## config.mk

```make
export PLATFORM = sky130hd
export DESIGN_NAME = mem_stage_ctrl
export DESIGN_NICKNAME = d
export VERILOG_FILES = /design/src/rtl/cpu_types_pkg.sv /design/src/rtl/llsc_link.sv /design/src/rtl/mem_stage_ctrl_chk.sv /design/src/rtl/mem_stage_ctrl.sv
export SDC_FILE = /design/constraint.sdc
export NUM_CORES = 1
export LEC_CHECK = 0
export CAP_MARGIN = 0
export CORE_ASPECT_RATIO = 2
export CORE_MARGIN = 4
export CORE_UTILIZATION = 25
export CTS_BUF_LIST = sky130_fd_sc_hd__clkbuf_2 sky130_fd_sc_hd__clkbuf_4 sky130_fd_sc_hd__clkbuf_8
export DETAILED_ROUTE_END_ITERATION = 6
export DONT_BUFFER_PORTS = 1
export GPL_TIMING_DRIVEN = 1
export MAX_ROUTING_LAYER = met4
export PLACE_DENSITY_LB_ADDON = 0.08
export SYNTH_ARGS = -nofsm -noshare
export SYNTH_HDL_FRONTEND = slang
export SYNTH_HIERARCHICAL = 1
export SYNTH_SLANG_ARGS = --single-unit
```

## constraint.sdc

```tcl
create_clock -name CLK -period 6.3 [get_ports CLK]
set_clock_uncertainty 0.05 [all_clocks]
set_input_delay 0.945 -clock CLK [delete_from_list [all_inputs] [get_ports CLK]]
set_output_delay 0.945 -clock CLK [all_outputs]
set_load 0.02 [all_outputs]
```

## src/rtl/cpu_types_pkg.sv

```systemverilog
// Shared CPU types for the memory-stage sequencer.
// Contents:
//   CPU_WORD_W / CPU_LINK_LSB - default data width and the link-compare granularity
//   word_t                    - machine word
//   memctl_state_t            - memory-stage sequencer states
package cpu_types_pkg;

  localparam int CPU_WORD_W   = 32;
  localparam int CPU_LINK_LSB = 2;

  typedef logic [CPU_WORD_W-1:0] word_t;

  typedef enum logic [1:0] {
    RUN    = 2'd0,
    DDONE  = 2'd1,
    HALTED = 2'd2
  } memctl_state_t;

endpackage

```

## src/rtl/llsc_link.sv

```systemverilog
// LL/SC link register.
// Ports:
//   clk_i, rst_ni   - clock, asynchronous active-low reset
//   set_i           - LL completes this cycle; link_addr takes set_addr_i
//   clr_i           - SC or matching plain store completes this cycle
//   set_addr_i      - address recorded by an LL
//   cmp_addr_i      - address compared against the link (the current EX/M address)
//   snoop_inv_i     - coherence invalidate strobe
//   snoop_addr_i    - invalidated address
//   link_valid_o    - link currently held
//   addr_match_o    - link_addr and cmp_addr_i name the same word
module llsc_link
  import cpu_types_pkg::*;
#(
  parameter int WORD_W   = CPU_WORD_W,
  parameter int LINK_LSB = CPU_LINK_LSB
) (
  input  logic              clk_i,
  input  logic              rst_ni,
  input  logic              set_i,
  input  logic              clr_i,
  input  logic [WORD_W-1:0] set_addr_i,
  input  logic [WORD_W-1:0] cmp_addr_i,
  input  logic              snoop_inv_i,
  input  logic [WORD_W-1:0] snoop_addr_i,
  output logic              link_valid_o,
  output logic              addr_match_o
);

  logic              link_valid_q, link_valid_d;
  logic [WORD_W-1:0] link_addr_q, link_addr_d;
  logic              snoop_hit_old_s;
  logic              snoop_hit_new_s;

  // Word-granular compares; the low LINK_LSB bits never distinguish a link.
  assign addr_match_o    = (link_addr_q[WORD_W-1:LINK_LSB] == cmp_addr_i[WORD_W-1:LINK_LSB]);
  assign snoop_hit_old_s = snoop_inv_i &
                           (snoop_addr_i[WORD_W-1:LINK_LSB] == link_addr_q[WORD_W-1:LINK_LSB]);
  assign snoop_hit_new_s = snoop_inv_i &
                           (snoop_addr_i[WORD_W-1:LINK_LSB] == set_addr_i[WORD_W-1:LINK_LSB]);
  assign link_valid_o    = link_valid_q;

  // Next link state: an LL overrides the old link, but a snoop to the new
  // address in the same cycle still kills it; clears then snoops otherwise.
  always_comb begin
    link_valid_d = link_valid_q;
    link_addr_d  = link_addr_q;
    if (set_i) begin
      link_valid_d = ~snoop_hit_new_s;
      link_addr_d  = set_addr_i;
    end else if (clr_i) begin
      link_valid_d = 1'b0;
    end else if (snoop_hit_old_s) begin
      link_valid_d = 1'b0;
    end else begin
      link_valid_d = link_valid_q;
    end
  end

  // Link register flops.
  always_ff @(posedge clk_i or negedge rst_ni) begin
    if (!rst_ni) begin
      link_valid_q <= 1'b0;
      link_addr_q  <= '0;
    end else begin
      link_valid_q <= link_valid_d;
      link_addr_q  <= link_addr_d;
    end
  end

endmodule

```

## src/rtl/mem_stage_ctrl_chk.sv

```systemverilog
// Protocol checker for the memory-stage sequencer inputs.
// Ports:
//   clk_i, rst_ni - clock, asynchronous active-low reset
//   dren_i        - latched load request
//   dwen_i        - latched store request
module mem_stage_ctrl_chk (
  input logic clk_i,
  input logic rst_ni,
  input logic dren_i,
  input logic dwen_i
);

  // A latched instruction is never both a load and a store.
  a_no_rw : assert property (@(posedge clk_i) disable iff (!rst_ni) !(dren_i && dwen_i))
    else $error("mem_stage_ctrl: m_dREN and m_dWEN both set");

endmodule

```

## src/rtl/mem_stage_ctrl.sv

```systemverilog
// Memory-stage sequencer behind the EX/M latch.
// Issues dcache requests from the latched EX/M fields, produces the global
// advance (pipe_en), holds a finished access until the icache also hits,
// handles HALT and owns the LL/SC link.
// Ports:
//   CLK, nRST                 - clock, asynchronous active-low reset
//   ihit, dhit                - icache hit, dcache hit/ack
//   m_dREN, m_dWEN, m_datomic - latched load / store / atomic (LL, SC)
//   m_addr, m_halt            - latched data address, latched HALT
//   flush_req                 - hazard unit EX/M flush request
//   dmemload                  - dcache read data
//   snoop_inv, snoop_addr     - coherence invalidate strobe and address
//   dmemREN, dmemWEN, dmemaddr- dcache request
//   m_load, sc_result         - load data and SC result toward M/WB
//   pipe_en, exm_flush        - pipeline advance, EX/M clear on advance
//   halt_out                  - sticky halt
module mem_stage_ctrl
  import cpu_types_pkg::*;
#(
  parameter int WORD_W   = CPU_WORD_W,
  parameter int LINK_LSB = CPU_LINK_LSB
) (
  input  logic              CLK,
  input  logic              nRST,
  input  logic              ihit,
  input  logic              dhit,
  input  logic              m_dREN,
  input  logic              m_dWEN,
  input  logic              m_datomic,
  input  logic [WORD_W-1:0] m_addr,
  input  logic              m_halt,
  input  logic              flush_req,
  input  logic [WORD_W-1:0] dmemload,
  input  logic              snoop_inv,
  input  logic [WORD_W-1:0] snoop_addr,
  output logic              dmemREN,
  output logic              dmemWEN,
  output logic [WORD_W-1:0] dmemaddr,
  output logic [WORD_W-1:0] m_load,
  output logic [WORD_W-1:0] sc_result,
  output logic              pipe_en,
  output logic              exm_flush,
  output logic              halt_out
);

  memctl_state_t     state_q, state_d;
  logic [WORD_W-1:0] held_load_q, held_load_d;
  logic              held_sc_q, held_sc_d;
  logic              halt_q, halt_d;

  logic              link_valid_s;
  logic              addr_match_s;
  logic              sc_ok_s;
  logic              sc_fail_s;
  logic              mem_req_s;
  logic              in_run_s;
  logic              link_set_s;
  logic              link_clr_s;

  assign sc_ok_s   = m_dWEN & m_datomic & link_valid_s & addr_match_s;
  assign sc_fail_s = m_dWEN & m_datomic & ~sc_ok_s;
  // A failing SC never reaches the dcache, so it does not wait for dhit.
  assign mem_req_s = m_dREN | (m_dWEN & ~sc_fail_s);
  assign in_run_s  = (state_q == RUN);
  assign dmemaddr  = m_addr;
  assign halt_out  = halt_q;

  // Link events happen only where the access completes in RUN. A failing SC
  // completes when the pipe advances; reads win if both requests are set.
  assign link_set_s = in_run_s & dhit & m_dREN & m_datomic;
  assign link_clr_s = in_run_s & ~m_dREN & m_dWEN &
                      (m_datomic ? (sc_ok_s ? dhit : pipe_en)
                                 : (dhit & link_valid_s & addr_match_s));

  llsc_link #(
    .WORD_W   (WORD_W),
    .LINK_LSB (LINK_LSB)
  ) u_link (
    .clk_i        (CLK),
    .rst_ni       (nRST),
    .set_i        (link_set_s),
    .clr_i        (link_clr_s),
    .set_addr_i   (m_addr),
    .cmp_addr_i   (m_addr),
    .snoop_inv_i  (snoop_inv),
    .snoop_addr_i (snoop_addr),
    .link_valid_o (link_valid_s),
    .addr_match_o (addr_match_s)
  );

  mem_stage_ctrl_chk u_chk (
    .clk_i  (CLK),
    .rst_ni (nRST),
    .dren_i (m_dREN),
    .dwen_i (m_dWEN)
  );

  // State register with held load data / SC result and sticky halt.
  always_ff @(posedge CLK or negedge nRST) begin
    if (!nRST) begin
      state_q     <= RUN;
      held_load_q <= '0;
      held_sc_q   <= 1'b0;
      halt_q      <= 1'b0;
    end else begin
      state_q     <= state_d;
      held_load_q <= held_load_d;
      held_sc_q   <= held_sc_d;
      halt_q      <= halt_d;
    end
  end

  // Next-state logic; the SC outcome is frozen on the dhit cycle.
  always_comb begin
    state_d     = state_q;
    held_load_d = held_load_q;
    held_sc_d   = held_sc_q;
    halt_d      = halt_q;
    case (state_q)
      RUN: begin
        if (mem_req_s & dhit & ~ihit) begin
          state_d     = DDONE;
          held_load_d = dmemload;
          held_sc_d   = sc_ok_s;
        end else if (m_halt & ~mem_req_s & ihit) begin
          state_d = HALTED;
          halt_d  = 1'b1;
        end else begin
          state_d = RUN;
        end
      end
      DDONE: begin
        if (ihit) begin
          state_d = RUN;
        end else begin
          state_d = DDONE;
        end
      end
      HALTED: begin
        state_d = HALTED;
      end
      default: begin
        state_d = RUN;
      end
    endcase
  end

  // Output decode; everything except dmemaddr is forced low during reset.
  always_comb begin
    dmemREN   = 1'b0;
    dmemWEN   = 1'b0;
    m_load    = '0;
    sc_result = '0;
    pipe_en   = 1'b0;
    if (nRST) begin
      case (state_q)
        RUN: begin
          dmemREN   = m_dREN;
          dmemWEN   = m_dWEN & ~sc_fail_s;
          m_load    = dmemload;
          sc_result = {{(WORD_W-1){1'b0}}, sc_ok_s};
          pipe_en   = ihit & (~mem_req_s | dhit);
        end
        DDONE: begin
          m_load    = held_load_q;
          sc_result = {{(WORD_W-1){1'b0}}, held_sc_q};
          pipe_en   = ihit;
        end
        HALTED: begin
          pipe_en = 1'b0;
        end
        default: begin
          pipe_en = 1'b0;
        end
      endcase
    end else begin
      pipe_en = 1'b0;
    end
    exm_flush = flush_req & pipe_en;
  end

endmodule

```

# Word-level counts from Yosys, hierarchy flattened
# Cells that the tools add are included.
[totals]
output_inout_bits = 101
elab_cells = 64
mem_count = 0
ram_bits = 0
ff_bits = 69
rom_bits = 0
latch_bits = 0
inputBits = 106
[classes]
add_sub_neg = 0
n_reduce_logical = 4
order_cmp = 0
bitwise_logic = 30
n_eq_ne = 5
div_mod_pow = 0
mul = 0
mux = 19
shifts = 0
[ops]
columns = ["cell", "n"]
rows = [
  ["$eq A30 B30 Y1", 3],
  ["$pmux W32 S2", 1],
  ["$mux W32", 1],
  ["$and A1 B1 Y1", 21],
  ["$mux W1", 12],
  ["$not A1 Y1", 7],
  ["$pmux W2 S3", 1],
  ["$mux W2", 2],
  ["$pmux W1 S2", 2],
  ["$reduce_and A3 Y1", 1],
  ["$reduce_bool A3 Y1", 1],
  ["$eq A2 B1 Y1 const B", 1],
  ["$eq A2 B2 Y1 const B", 1],
  ["$logic_not A2 Y1", 1],
  ["$or A1 B1 Y1", 2],
  ["$reduce_and A2 Y1", 1],
]

# Longest topological paths before layout
# Gate-level depths: netlist of the first run.
[logic_depth]
depth_word = 18
mapped_depth = 9
mapped_depth_nobuf = 9

# Hierarchy
# The synthesis of the first run kept the hierarchy.
[modules_own_cells]
columns = ["mod", "n_inst", "seq_area_each_um2", "cells_each", "area_each_um2"]
rows = [
  ["mem_stage_ctrl", 1, 900.9, 248, 2509.9],
  ["llsc_link", 1, 775.7, 186, 2119.5],
]

# Least setup slack after synthesis of the first run
# Ideal clock, no wire load.
[synth_path]
path_kind = "input to output"
start = "input m_addr[13]"
end = "output sc_result[0]"
path_stages = 7
slack_ns = 2.592
n_path_buf = 0
required_time_ns = 5.305
t_arrival_ns = 2.713
path_cell_list = "xor2_1 > nor4_1 > nand3_1 > nor4_1 > nand2_1 > or3_1 > a21oi_1"
[synth_via]
elab_chain_len = 4
[synth_lines]
columns = ["item", "line_no", "text"]
rows = [
  ["from (decl)", "mem_stage_ctrl.sv:30", "input logic [WORD_W-1:0] m_addr,"],
  ["$eq A30 B30 Y1", "llsc_link.sv:36", "assign addr_match_o = (link_addr_q[WORD_W-1:LINK_LSB] == cmp_addr_i[WORD_W-1:LINK_LSB]);"],
  ["net addr_match_s", "mem_stage_ctrl.sv:52", "logic addr_match_s;"],
  ["$and A1 B1 Y1", "mem_stage_ctrl.sv:60", "assign sc_ok_s = m_dWEN & m_datomic & link_valid_s & addr_match_s;"],
  ["$pmux W1 S2", "mem_stage_ctrl.sv:156", "case (state_q)"],
  ["$mux W1", "mem_stage_ctrl.sv:155", "if (nRST) begin"],
  ["to (decl)", "mem_stage_ctrl.sv:40", "output logic [WORD_W-1:0] sc_result,"],
]
# The timed path passes the listed nets, and every way through them passes these cells.

# Worst setup path after layout of the first run
[layout_path]
start = "input m_addr[31]"
end = "output dmemWEN"
[layout_via]
elab_chain_len = 8
[layout_lines]
columns = ["item", "line_no", "text"]
rows = [
  ["$eq A30 B30 Y1", "llsc_link.sv:36", ""],
  ["net addr_match_s", "mem_stage_ctrl.sv:52", ""],
  ["$and A1 B1 Y1", "mem_stage_ctrl.sv:60", ""],
  ["$not A1 Y1", "mem_stage_ctrl.sv:61", "assign sc_fail_s = m_dWEN & m_datomic & ~sc_ok_s;"],
  ["$and A1 B1 Y1", "mem_stage_ctrl.sv:61", ""],
  ["$not A1 Y1", "mem_stage_ctrl.sv:159", "dmemWEN = m_dWEN & ~sc_fail_s;"],
  ["$and A1 B1 Y1", "mem_stage_ctrl.sv:159", ""],
  ["$mux W1", "mem_stage_ctrl.sv:156", ""],
  ["$mux W1", "mem_stage_ctrl.sv:155", ""],
  ["to (decl)", "mem_stage_ctrl.sv:37", "output logic dmemWEN,"],
]
# The timed path passes the listed nets, and every way through them passes these cells.

==> results of run 1 <==
-- synthesized netlist by cell type (2+ instances only) --
cell and number:
a21oi_1 4, and2_1 2, buf_1 2, buf_2 3, buf_4 63, buf_6 3, clkbuf_1 7, dfrtp_1 67
inv_1 5, mux2_1 2, mux2_2 60, mux2i_1 32, nand2_1 5, nand2b_1 2, nand3_1 3, nand4_1 16
nor2_1 34, nor4_1 15, xnor2_1 48, xor2_1 42
-- report_power, final --
group,switching (mW),internal [mW]
Clock,0.179,0.195
Combinational,0.314,0.335
Sequential,0.167,0.639
-- critical path, stage by stage --
cell	delay, ns
xor2_1	0.12
nor4_1	0.64
nand4_1	0.30
nor4_1	0.57
a21boi_0	0.24
nor4_1	0.89
-- per-stage QoR --
| stage | instances | cell area, um^2 | hold WS (ns) | utilization [%] | total power [mW] |
|---|---|---|---|---|---|
| CTS | 621 | 4680 | 0.187 | 25.7 | 1.88 |
| global placement | 605 | 4480 | 0.422 | 24.6 | 1.48 |
| global route | 621 | 4680 | 0.185 | 25.7 | 1.97 |
| floorplan | 464 | 4740 | 0.408 | - | 1.37 |
| finish | 621 | 4680 | 0.226 | 25.7 | 1.83 |
| detailed placement | 605 | 4480 | 0.426 | 24.6 | 1.49 |
-- state kept, by name, summed over array words and instances, names as in the netlist --
name,flops
state_q,2
held_load_q,32
u_link/link_valid_o,1
halt_out,1
u_link/link_addr_q,30
held_sc_q,1
-- cell type report --
cell class	count	area [um^2]	area share, %
Clock inverter	1	5.00	0.107
Sequential cell	67	1680	35.8
Tap cell	216	270	5.77
Multi-Input combinational cell	314	2490	53.2
Clock buffer	15	194	4.14
Timing Repair Buffer	3	22.5	0.481
Inverter	5	18.8	0.401
-- worst min path at each step --
stage                          from  slack [ns]  depth (start not counted)                     end
floorplan           held_load_q[20]        0.41                          1         held_load_q[20]
global placement    held_load_q[20]        0.42                          1         held_load_q[20]
detailed placement  held_load_q[20]        0.43                          1         held_load_q[20]
CTS                            nRST        0.19                          0  u_link/link_addr_q[31]
global route                   nRST        0.18                          0         held_load_q[22]
finish                         nRST        0.23                          0         held_load_q[27]
-- metal layers --
layer	up-vias	global-route usage, %	wire, um
met5	-	-	0
met4	0	5.94	351
met3	14	4.18	1000
met2	115	25.5	7740
met1	1414	11.3	4080
li1	1329	-	-
-- logic make-up (layout without fill, tap and decap cells) --
group,Yosys count,after routing,synth area share [%]
buf+inv,83,24,12.4
xor+xnor,90,90,17.0
mux,94,94,22.0
compound gates,15,15,2.78
flops,67,67,36.2
other cells,1,31,0.0810
simple gates,84,84,9.49
==> results.toml, run 1 <==
[logic_synthesis]
syn_avg_cell_area_um2 = 10.7
synth_top_flop_cell = "dfrtp_1"
yosys_warnings = 6
synth_area_leaders = "dfrtp_1, mux2_2, buf_4"
synth.distinct_cells = 39
yosysTopAreaCell = "dfrtp_1"
yosysSeqAreaShare_pct = 36.2
synth_top_area_share_pct = 36.2
synth_area_um2 = 4630
ys_ff_latch = 67
synth_edf_count = 0
netlist_instances = 434
async_flop_share_pct = 100

[worst_setup_path]
reg2reg_setup_slack_ns = 2.62
r2r-end = "held_load_q[6]"
ff2ff_path_depth = 8
path_class = "in2out"
worstSetupEndpointType = "output port"
arrival_ns = 3.71
cp-startpoint = "m_addr[31]"
crit_fanout = 4
worstSetupStartpointType = "input pin"
reg2reg_from = "u_link/link_addr_q[31]"
critPathCapture = "dmemWEN"
worstPathRequired_ns = 5.30

[floorplan]
fp.dieArea_um2 = 20900
io_pins = 207
initial_core_util_pct = 25.4
coreArea_um2 = 18200
rows = 70
die_w_um = 104
die_y_um = 200

[timing]
slew_violations = 0
rsz0062_at_grt = "false"
setup_viol = 0
fin_crit_sh_pct = 74.7
finalCriticalPeriod_ns = 4.71
tns_ns = 0
max_freq_mhz = 212
tightest_slew_ns = 1.06
hold_violations = 0
final.setup.worst_slack_ns = 1.59
max-slew-margin-rel_pct = 28.9

[cts]
cts_sinks = 67
cts_buffers = 9
cts_setup_buffers = 0
ctsHoldBuffers = 0
clock_path_buffers = 2
clkTransAtPathRegs_ns = 0.07
cts_resized = 0
cts-root-buf = "clkbuf_8"
cts_tree = "yes"
clk_latency_ns = 0.36
htreeDepth = 3

[global_routing]
grt_max_degree = 70
grt_pass1_wl_mm = 20.0
grt_overflow = 0
grtUsageTotal_pct = 13.2
antenna_found_initial = 0
grt_pass1_vias = 3182

[final_layout]
final_cell_mix = "dfrtp_1, mux2_2, xnor2_1"
fillers = 1984
n_antenna_cell = 0
fin_nets = 506
final_common_cell = "dfrtp_1"
syn2layout_area_growth_pct = 1.11
drive_gt1_share_pct = 21.0

[placed_design]
place.port_buffers = 0
place_hpwl_mm = 10.4
pre_cts_slack_ns = 1.57
globalplace.congestion = 0.745

[power_and_ir_drop]
powerDensity_nw_per_um2 = 391
leakage_nw = 1.78
irDropWorstVdd_v = 0.000120

[flow_run]
cap_violations = 0

[worst_hold_path]
hold_class = "in2async"

[route]
drc_errors = 0
post_drt_wl_per_cell_um = 21.2
vias = 2872
drt_iter0_markers = 83
ant_nets = 0
routed_wl_mm = 13.2
viasPerCell = 4.62
dr.pass1.iters = 4

[run_status]
outcome = "finished clean"
No activity file was read; power rests on OpenSTA's default activity.
==> run 2, diff against run 1 <==
==> constraint.sdc (replaced) <==
create_clock -name CLK -period 4.52 [get_ports CLK]
set_clock_uncertainty 0.05 [all_clocks]
set_input_delay 0.678 -clock CLK [delete_from_list [all_inputs] [get_ports CLK]]
set_output_delay 0.678 -clock CLK [all_outputs]
set_load 0.02 [all_outputs]
==> results.toml, run 2 (same netlist as run 1, synthesis figures left out) <==
[final_layout]
seq_area_um2 = 1680
fillers = 1990
utilization_pct = 26.3
syn2layout_area_growth_pct = 3.35
n_antenna_cell = 0
top_regs = "held_load_q x32, u_link/link_addr_q x30, state_q x2"
final_common_cell = "dfrtp_1"
top_register = "held_load_q"
final_cell_mix = "dfrtp_1, mux2_2, xnor2_1"
finalNonFillerCells = 624
largest_reg_flops = 32
drive_gt1_share_pct = 21.6
fin_nets = 509
multiInputGateArea_um2 = 2490
final_cell_area_um2 = 4780

[placed_design]
post_dp_cell_area_um2 = 4500
dpl.cell_count = 607
place_hpwl_mm = 10.5
globalplace.congestion = 0.755
place.port_buffers = 0

[route]
drt_iter0_markers = 72
dr.pass1.iters = 4
drc_errors = 0
ant_nets = 0
routed_wl_mm = 13.3
vias = 2899
viasPerCell = 4.65
post_drt_wl_per_cell_um = 21.4

[power_and_ir_drop]
power_mw = 2.72
leakage_nw = 1.83
powerDensity_nw_per_um2 = 568
irDropWorstVdd_v = 0.000197

[timing]
setup_viol = 0
hold_violations = 0
tns_ns = 0
max_freq_mhz = 245
slew_violations = 0
finalCriticalPeriod_ns = 4.09
fin_crit_sh_pct = 90.4
tightest_slew_ns = 0.893
max-slew-margin-rel_pct = 40.4
rsz0062_at_grt = "false"

[cts]
cts_tree = "yes"
cts_buffers = 9
clock_path_buffers = 2
htreeDepth = 3
cts-root-buf = "clkbuf_8"
clk_latency_ns = 0.36
cts_sinks = 67
clkTransAtPathRegs_ns = 0.08

[worst_setup_path]
worstPathCellList = "xor2_1 > nor4_1 > nand4_1 > nor4_1 > nand2_1 > or3_1 > a21oi_1 > buf_4"
cp_common_cell = "nor4_1"
crit_fanout = 4
critPathSlowestCell = "nor4_1"
path_class = "reg2out"
arrival_ns = 3.36
worstSetupEndpointType = "output port"
cpPeakStageDelay_ns = 0.56
worstSetupStartpointType = "flop"
worstPathRequired_ns = 3.79

[floorplan]
initial_core_util_pct = 25.4
rows = 70
coreArea_um2 = 18200
io_pins = 207
die_y_um = 200
die_w_um = 104
fp.dieArea_um2 = 20900

[global_routing]
antenna_found_initial = 0
grt_overflow = 0
grt_max_degree = 68
grtUsageTotal_pct = 13.3
grt_pass1_wl_mm = 20.3
grt_pass1_vias = 3238

[worst_hold_path]
hold_class = "in2async"

[run_status]
outcome = "finished clean"

[flow_run]
cap_violations = 0
run 2: cell types whose count changed in the layout (fill, tap and decap cells not counted), sizes merged:
| cell | delta |
|---|---|
| buf | +3 |
| bufinv | +3 |
| clkbuf | -3 |
run 2: worst max-delay path: cells and delay by family (launching register included):
kind                      cells  cell delay [ns]
DFF                           1             0.42
and+or+nand+nor               5             2.07
xor gates and xnor gates      1             0.17
AOI/OAI and AO/OA             1             0.18
buffers and inverters         1             0.17
run 2: where the power goes:
group	switching [mW]	leakage [nW]	internal [mW]
Clock	0.251	0.133	0.411
Sequential	0.232	0.804	0.891
Combinational	0.459	0.895	0.471
Total	0.942	1.83	1.77
run 2: area by class of cell:
cell class              instances  share of cell area, %
clock buffers                  12                   3.45
clock inverters                 4                   1.99
inverters                       5                  0.392
multi-input cells             314                   52.1
flip-flops and latches         67                   35.1
well taps                     216                   5.65
repair buffers                  6                   1.36
run 2: worst paths after layout:
path / start / end / slack [ns] / depth (start not counted)
max: u_link/link_addr_q[31] / sc_result[0] / 0.43 / 8
min: nRST / held_load_q[27] / 0.15 / 1
max reg2reg: u_link/link_addr_q[31] / held_load_q[31] / 0.95 / 8
min reg2reg: held_load_q[20] / held_load_q[20] / 0.44 / 1
max in group asynchronous: nRST / u_link/link_addr_q[17] / 3.92 / 1
min in group CLK: ihit / state_q[0] / 0.33 / 1
run 2: what timing repair did:
action | in CTS | in global routing
gates resized for setup | 0 | 0
endpoints found under the hold margin | 67 | 0
setup buffers | 0 | 0
hold buffers | 1 | 0
run 2: per-stage QoR:
| stage | hold slack, ns | setup slack, ns |
|---|---|---|
| 2_1_floorplan | 0.332 | 1.35 |
| 3_3_place_gp | 0.335 | 0.517 |
| 3_5_place_dp | 0.335 | 0.478 |
| 4_1_cts | 0.155 | 0.280 |
| 5_1_grt | 0.168 | 0.132 |
| 6_report | 0.147 | 0.433 |
run 2: per-layer routing:
metal / wire length (um) / vias up / track usage [%]
met2: 7470 / 119 / 24.7
met4: 714 / 0 / 8.18
met5: 0 / - / -
met1: 4070 / 1417 / 11.0
met3: 1090 / 25 / 4.76
li1: - / 1338 / -
